[src/rtl/fifo_uart_pkg.sv]
// Shared types and constants for the FIFO-fed 8N1 UART transmitter.
// The line-level helper maps an FSM state to the serial level it drives.
package fifo_uart_pkg;

    localparam int DATA_W     = 8;
    localparam int FRAME_BITS = 10;
    localparam int BIT_IDX_W  = $clog2(DATA_W);

    typedef enum logic [2:0] {
        ST_IDLE,
        ST_READ,
        ST_LOAD,
        ST_START,
        ST_DATA,
        ST_STOP
    } state_e;

    function automatic logic line_level(input state_e st, input logic data_bit);
        logic lvl;
        case (st)
            ST_START: lvl = 1'b0;
            ST_DATA:  lvl = data_bit;
            default:  lvl = 1'b1;
        endcase
        return lvl;
    endfunction

endpackage

[src/rtl/uart_bit_timer.sv]
// Bit-period counter: counts 0..CLKS_PER_BIT-1 while enabled and flags the
// last cycle of each bit period; clear forces it back to zero.
module uart_bit_timer #(
    parameter int CLKS_PER_BIT = 434
) (
    input  logic clk,
    input  logic rst,
    input  logic clear,
    input  logic enable,
    output logic bit_tick
);

    localparam int CNT_W = (CLKS_PER_BIT > 1) ? $clog2(CLKS_PER_BIT) : 1;
    localparam logic [CNT_W-1:0] LAST = CNT_W'(CLKS_PER_BIT - 1);

    logic [CNT_W-1:0] cnt_q;
    logic [CNT_W-1:0] cnt_d;

    always_comb begin
        cnt_d = cnt_q;
        if (clear) begin
            cnt_d = '0;
        end else if (enable) begin
            cnt_d = (cnt_q == LAST) ? '0 : cnt_q + CNT_W'(1);
        end
    end

    always_ff @(posedge clk or posedge rst) begin
        if (rst) begin
            cnt_q <= '0;
        end else begin
            cnt_q <= cnt_d;
        end
    end

    assign bit_tick = enable && (cnt_q == LAST);

endmodule

[src/rtl/fifo_uart_tx.sv]
// Pulls bytes from an upstream FIFO and sends them as 8N1 frames, LSB first.
// All outputs come from flops; TX trails the FSM state by one cycle.
module fifo_uart_tx
    import fifo_uart_pkg::*;
#(
    parameter int CLKS_PER_BIT = 434
) (
    input  logic              SYSCLK,
    input  logic              RST,
    input  logic              FIFO_EMPTY,
    input  logic [DATA_W-1:0] FIFO_OUT,
    input  logic              FIFO_WR_EN,
    output logic              FIFO_RD_EN,
    output logic              TX,
    output logic              BUSY,
    output logic              TX_DONE
);

    state_e                 state_q, state_d;
    logic [DATA_W-1:0]      shift_q, shift_d;
    logic [BIT_IDX_W-1:0]   bit_idx_q, bit_idx_d;
    logic                   tx_q, tx_d;
    logic                   rd_en_q, rd_en_d;
    logic                   busy_q, busy_d;
    logic                   done_q, done_d;

    logic bit_tick;
    logic timer_clear;
    logic timer_en;

    assign timer_en    = (state_q == ST_START) || (state_q == ST_DATA) || (state_q == ST_STOP);
    assign timer_clear = (state_d != state_q);

    uart_bit_timer #(
        .CLKS_PER_BIT(CLKS_PER_BIT)
    ) u_bit_timer (
        .clk      (SYSCLK),
        .rst      (RST),
        .clear    (timer_clear),
        .enable   (timer_en),
        .bit_tick (bit_tick)
    );

    always_comb begin
        state_d   = state_q;
        shift_d   = shift_q;
        bit_idx_d = bit_idx_q;
        done_d    = 1'b0;
        case (state_q)
            ST_IDLE: begin
                if (!FIFO_EMPTY) begin
                    state_d = ST_READ;
                end
            end
            // A same-cycle write wins inside the FIFO, so the read is dropped and retried.
            ST_READ: begin
                state_d = FIFO_WR_EN ? ST_IDLE : ST_LOAD;
            end
            ST_LOAD: begin
                shift_d = FIFO_OUT;
                state_d = ST_START;
            end
            ST_START: begin
                if (bit_tick) begin
                    bit_idx_d = '0;
                    state_d   = ST_DATA;
                end
            end
            ST_DATA: begin
                if (bit_tick) begin
                    shift_d   = shift_q >> 1;
                    bit_idx_d = bit_idx_q + BIT_IDX_W'(1);
                    if (bit_idx_q == BIT_IDX_W'(DATA_W - 1)) begin
                        state_d = ST_STOP;
                    end
                end
            end
            ST_STOP: begin
                if (bit_tick) begin
                    done_d  = 1'b1;
                    state_d = ST_IDLE;
                end
            end
            default: begin
                state_d = ST_IDLE;
            end
        endcase

        rd_en_d = (state_d == ST_READ);
        busy_d  = (state_d != ST_IDLE);
        tx_d    = line_level(state_q, shift_q[0]);
    end

    always_ff @(posedge SYSCLK or posedge RST) begin
        if (RST) begin
            state_q   <= ST_IDLE;
            shift_q   <= '0;
            bit_idx_q <= '0;
            tx_q      <= 1'b1;
            rd_en_q   <= 1'b0;
            busy_q    <= 1'b0;
            done_q    <= 1'b0;
        end else begin
            state_q   <= state_d;
            shift_q   <= shift_d;
            bit_idx_q <= bit_idx_d;
            tx_q      <= tx_d;
            rd_en_q   <= rd_en_d;
            busy_q    <= busy_d;
            done_q    <= done_d;
        end
    end

    assign FIFO_RD_EN = rd_en_q;
    assign TX         = tx_q;
    assign BUSY       = busy_q;
    assign TX_DONE    = done_q;

endmodule
[config.mk]
export PLATFORM = sky130hd
export DESIGN_NAME = fifo_uart_tx
export DESIGN_NICKNAME = d
export VERILOG_FILES = /design/src/rtl/fifo_uart_pkg.sv /design/src/rtl/uart_bit_timer.sv /design/src/rtl/fifo_uart_tx.sv
export SDC_FILE = /design/constraint.sdc
export NUM_CORES = 1
export LEC_CHECK = 0
export BUFFER_PORTS_ARGS = -buffer_cell sky130_fd_sc_hd__buf_2
export CELL_PAD_IN_SITES_DETAIL_PLACEMENT = 1
export CELL_PAD_IN_SITES_GLOBAL_PLACEMENT = 1
export CORE_MARGIN = 4
export CORE_UTILIZATION = 47
export CTS_BUF_LIST = sky130_fd_sc_hd__clkbuf_8
export DETAILED_ROUTE_END_ITERATION = 8
export GPL_TIMING_DRIVEN = 0
export HOLD_SLACK_MARGIN = 0.02
export PLACE_DENSITY = 0.81
export RECOVER_POWER = 50
export SYNTH_ARGS = -nofsm -noshare
export SYNTH_HDL_FRONTEND = slang
export SYNTH_SLANG_ARGS = --single-unit
[constraint.sdc]
create_clock -name SYSCLK -period 1.9 [get_ports SYSCLK]
set_input_delay 0.285 -clock SYSCLK [delete_from_list [all_inputs] [get_ports SYSCLK]]
set_output_delay 0.285 -clock SYSCLK [all_outputs]
set_load 0.02 [all_outputs]
# Word level (Yosys, flattened, before mapping)
# Cells that the tools add are included.
# totals
reg_bits	27
output_inout_bits	4
elab_cells	49
# op_classes
n_addsub	2
eq_ne	11
muxes	18
reduce_logical	10
# op_table
operator	n
two-way mux 9 bit	3
two-way mux 3 bit	7
one-hot mux 3 bit (6 select lines)	1
one-hot mux 8 bit (2 select lines)	1
adder 9 x 1 -> 9 bit, second input constant	1
equality test 3 bit, second input constant	3
equality test 9 bit, second input constant	1
two-way mux 8 bit	1
equality test 3 x 1 -> 1 bit, second input constant	2
equality test 3 x 2 -> 1 bit, second input constant	2
one-hot mux 3 bit (2 select lines)	1
nonzero test 2 bit	3
inequality test 2 bit, second input constant	2
adder 3 x 1 -> 3 bit, second input constant	1
logical NOT 3 bit	1
inequality test 3 bit	1
AND reduction 3 bit	1
nonzero test 3 bit	1
logical OR 1 bit	2
two-way mux 1 bit	2
two-way mux 2 bit	1
one-hot mux 1 bit (2 select lines)	1
AND reduction 2 bit	1
logical AND 1 bit	1

# Depth between registers and ports, before layout
# logic_depth
depth_word	8
mapped_depth	7

# Hierarchy
# From an unflattened synthesis, not the netlist that was laid out.
# hier_totals
cells_unflattened	151
hier_area_um2	1531.5
# modules_own_cells
module	n_inst	cells_each	area_per_inst_um2	seq_area_each_um2
fifo_uart_tx	1	97	1028.5	451.7
uart_bit_timer	1	54	503.0	225.2

# Worst setup path after synthesis
# No wires, ideal clock.
# synth_path
path_type	reg-to-reg
start	reg u_bit_timer.cnt_q[0]
end	reg busy_q (netlist: BUSY)
setup_time_ps	90
arrival_time_ps	1462
required_time_ps	1810
setup_slack_ps	348
path_stages_with_launch	7
path_buffers	1
period_less_slack_ps	1552
path_cell_list	dfrtp_1 -> ha_1 -> and4b_1 -> buf_4 -> nand2_2 -> mux2_1 -> o2111ai_1
# synth_via
elab_chain_cells	5
word_cells_on_any_way	7
# synth_lines
item	line_no	rtl
start: declaration	uart_bit_timer.sv:16	logic [CNT_W-1:0] cnt_q;
start signal: assignment	uart_bit_timer.sv:32	cnt_q <= cnt_d;
equality test 9 bit (*)	uart_bit_timer.sv:36	assign bit_tick = enable && (cnt_q == LAST);
logical AND 1 bit (*)	uart_bit_timer.sv:36	
two-way mux 3 bit, on equally long branches	fifo_uart_tx.sv:79, fifo_uart_tx.sv:64, fifo_uart_tx.sv:70	
one-hot mux 3 bit (6 select lines) (*)	fifo_uart_tx.sv:49	case (state_q)
nonzero test 3 bit (*)	fifo_uart_tx.sv:90	busy_d = (state_d != ST_IDLE);
via busy_d	fifo_uart_tx.sv:24	logic busy_q, busy_d;
end signal: assignment	fifo_uart_tx.sv:109	busy_q <= busy_d;
end: declaration	fifo_uart_tx.sv:24	
# Mark *: on every way through the listed nets, which the timed path passes. The rest lies on a longest branch.
# A chain may end at the register's enable or synchronous reset.

# Worst setup path in the final report
# Ends and elaborated chain as after synthesis.

==> flow_summary.json <==
{
  "status": "finished, final reports clean",
  "place_ws_ps": 63.5,
  "fillers": 382,
  "power-per-cell-area_mw_per_mm2": 1050,
  "yosys_most_used_dff": "dfrtp_1",
  "vias_per_cell": 5.69,
  "drt_pass1_iterations": 4,
  "finalHoldViolCount": 0,
  "grt.total_usage_pct": 21.0,
  "seq_area_frac_synth_pct": 43.9,
  "utilization_pct": 56.0,
  "synth_edf_count": 0,
  "grt_pass1_vias": 1442,
  "syn_area_per_cell_sq_um": 9.57,
  "cp.required_ps": 2090,
  "max_freq_ghz": 0.553,
  "chipHeight_um": 65.3,
  "area_growth_pct": 12.8,
  "worst_setup_path_start_kind": "flop",
  "h-tree-depth": 1,
  "ir_worst_vdd_uv": 561,
  "dp_hpwl_um": 2880,
  "final_nets": 197,
  "rsz0062_at_grt": "no",
  "core_area_sq_mm": 0.00310,
  "synth_area_sq_mm": 0.00154,
  "synth_top_area_share_pct": 42.2,
  "yosysTopAreaCell": "dfrtp_1",
  "synthCells": 161,
  "synthTopCellsByArea": "dfrtp_1 (42%), mux2i_1 (5.8%), a21oi_1 (3.9%)",
  "synthTopCellsByCount": "dfrtp_1 (26), nor2_1 (13), a21oi_1 (12)",
  "grt_pass1_wl_um": 6890,
  "rows": 20,
  "cts_sinks": 27,
  "ys_types": 40,
  "cts_buffers": 3,
  "dpl.cell_count": 220,
  "ios": 16,
  "finalPower_mw": 1.83,
  "critical_path_class": "flop to flop",
  "via_count": 1274,
  "setup_ws_ps": 91.4,
  "antenna_found_initial": 0,
  "post-route-period-util_pct": 95.2,
  "maxCapViolCount": 0,
  "syn_nets": 177,
  "maxSlewViolCount": 0,
  "drt-total-wl_um": 4040,
  "cp_slowest_cell": "dfrtp_1",
  "clkSlewWorstSetupHoldPaths_ps": 100,
  "ys_async_sr_fraction_pct": 100,
  "critPathArrivalTime_ps": 2000,
  "fp.dieW_um": 65.3,
  "grt_max_degree": 28,
  "min_period_ps": 1810,
  "ys_warn_count": 0,
  "slew_headroom_pct": 31.9,
  "gp_congestion": 0.880,
  "slowest_delay_ps": 460,
  "die_area_sq_mm": 0.00426,
  "io_buffers": 15,
  "end_kind": "flop",
  "stdcell_count": 224,
  "synth-seq-cells": 27,
  "grt-ovfl-total": 0,
  "setup_viol": 0,
  "clockBufferDepth": 2,
  "cts_tree": "done",
  "initial_utilization_pct": 49.7,
  "power.leakage_nw": 0.748,
  "antenna_cells": 0,
  "finalSetupTns_ps": 0,
  "clk_latency_ps": 280,
  "drive_gt1_share_pct": 18.9,
  "critical_path.cell_chain": "ha_1 -> and4b_1 -> buf_4 -> nand2_2 -> mux2_1 -> o2111ai_1",
  "skew_ps": 4.01,
  "wl_per_cell_um": 18.0,
  "worstMarginPinSlew_ps": 1020,
  "drc": 0,
  "yosysMostFrequentCell": "dfrtp_1",
  "hold_buffers": 0,
  "cp_max_fo": 9,
  "cts_setup_buffers": 0,
  "first_iter_violations": 94,
  "cts_resized": 0,
  "hold_class": "primary input to flop",
  "final_antenna_net_count": 0,
  "root_buffer": "clkbuf_8"
}
[final cells by class]
class / count / area (sq um) / share of cell area [%]
Inverter: 10 / 37.5 / 2.16
Buffer: 9 / 50.0 / 2.88
Timing Repair Buffer: 15 / 72.6 / 4.17
Sequential cell: 27 / 677 / 38.9
Multi-Input combinational cell: 115 / 798 / 45.9
Tap cell: 44 / 55.1 / 3.17
Clock buffer: 3 / 41.3 / 2.37
Clock inverter: 1 / 7.51 / 0.432
[final timing paths]
| path | startpoint | endpoint | slack [ps] | cells past startpoint |
|---|---|---|---|---|
| max | u_bit_timer.cnt_q[0] | BUSY | 90 | 6 |
| min | FIFO_EMPTY | FIFO_RD_EN | 220 | 2 |
| max reg2reg | u_bit_timer.cnt_q[0] | BUSY | 90 | 6 |
| min reg2reg | shift_q[0] | shift_q[0] | 540 | 2 |
| max in group asynchronous | RST | u_bit_timer.cnt_q[8] | 1050 | 2 |
| min in group asynchronous | RST | shift_q[6] | 240 | 2 |
[layer usage]
layer	vias up	global-route usage (%)	wire length [um]
met2	23	37.2	2050
met5	-	0	0
met1	631	26.2	1830
met4	0	6.48	48
li1	612	-	-
met3	8	3.08	111
[critical path: cells and delay by family (launching register included)]
family | cells | cell delay (ps)
compound gates | 1 | 110
fa+ha+maj | 1 | 230
buf+inv | 1 | 180
flops | 1 | 460
mux | 1 | 380
simple gates | 2 | 360
[where the power goes]
group          internal [mW]  switching, mW  total (mW)  leakage, nW
sequential             0.715          0.104       0.819        0.344
clock                  0.149          0.192       0.341       0.0217
combinational          0.233          0.438       0.671        0.382
total                   1.10          0.733        1.83        0.748
[logic make-up after synthesis]
group | count (synthesis) | share of synthesized area (%)
mux | 10 | 6.57
simple gates | 46 | 16.6
xor+xnor | 5 | 2.84
flops | 27 | 43.9
buf+inv | 19 | 5.60
compound gates | 50 | 21.2
fa+ha+maj | 4 | 3.25
[cells in the final DEF, fill, tap and decap left out, types with 2 or more instances in the layout]
cell	instances
dfrtp_1	26
buf_2	16
nor2_1	13
a21oi_1	12
o21ai_0	11
o21ai_1	11
inv_1	10
mux2i_1	9
nand2_1	7
nor3_1	5
nand2b_1	4
xnor2_1	4
nand3_1	4
a221oi_1	4
ha_1	4
buf_4	3
clkbuf_1	3
clkbuf_8	3
o22ai_2	2
o2111ai_1	2
a31oi_1	2
a211oi_1	2
nor4_1	2
[registers in the layout, summed over array words and instances (netlist names)]
signal,cells
TX,1
shift_q,8
TX_DONE,1
bit_idx_q,3
u_bit_timer.cnt_q,9
BUSY,1
state_q,3
FIFO_RD_EN,1
[metrics by stage]
| step | hold WS [ps] | instance area, sq um |
|---|---|---|
| 3_5_place_dp | 513 | 1670 |
| 2_1_floorplan | 337 | 1540 |
| 5_1_grt | 236 | 1740 |
| 6_report | 223 | 1740 |
| 4_1_cts | 208 | 1720 |
| 3_3_place_gp | 498 | 1670 |
Note: power is estimated with default switching activity, not from simulation.
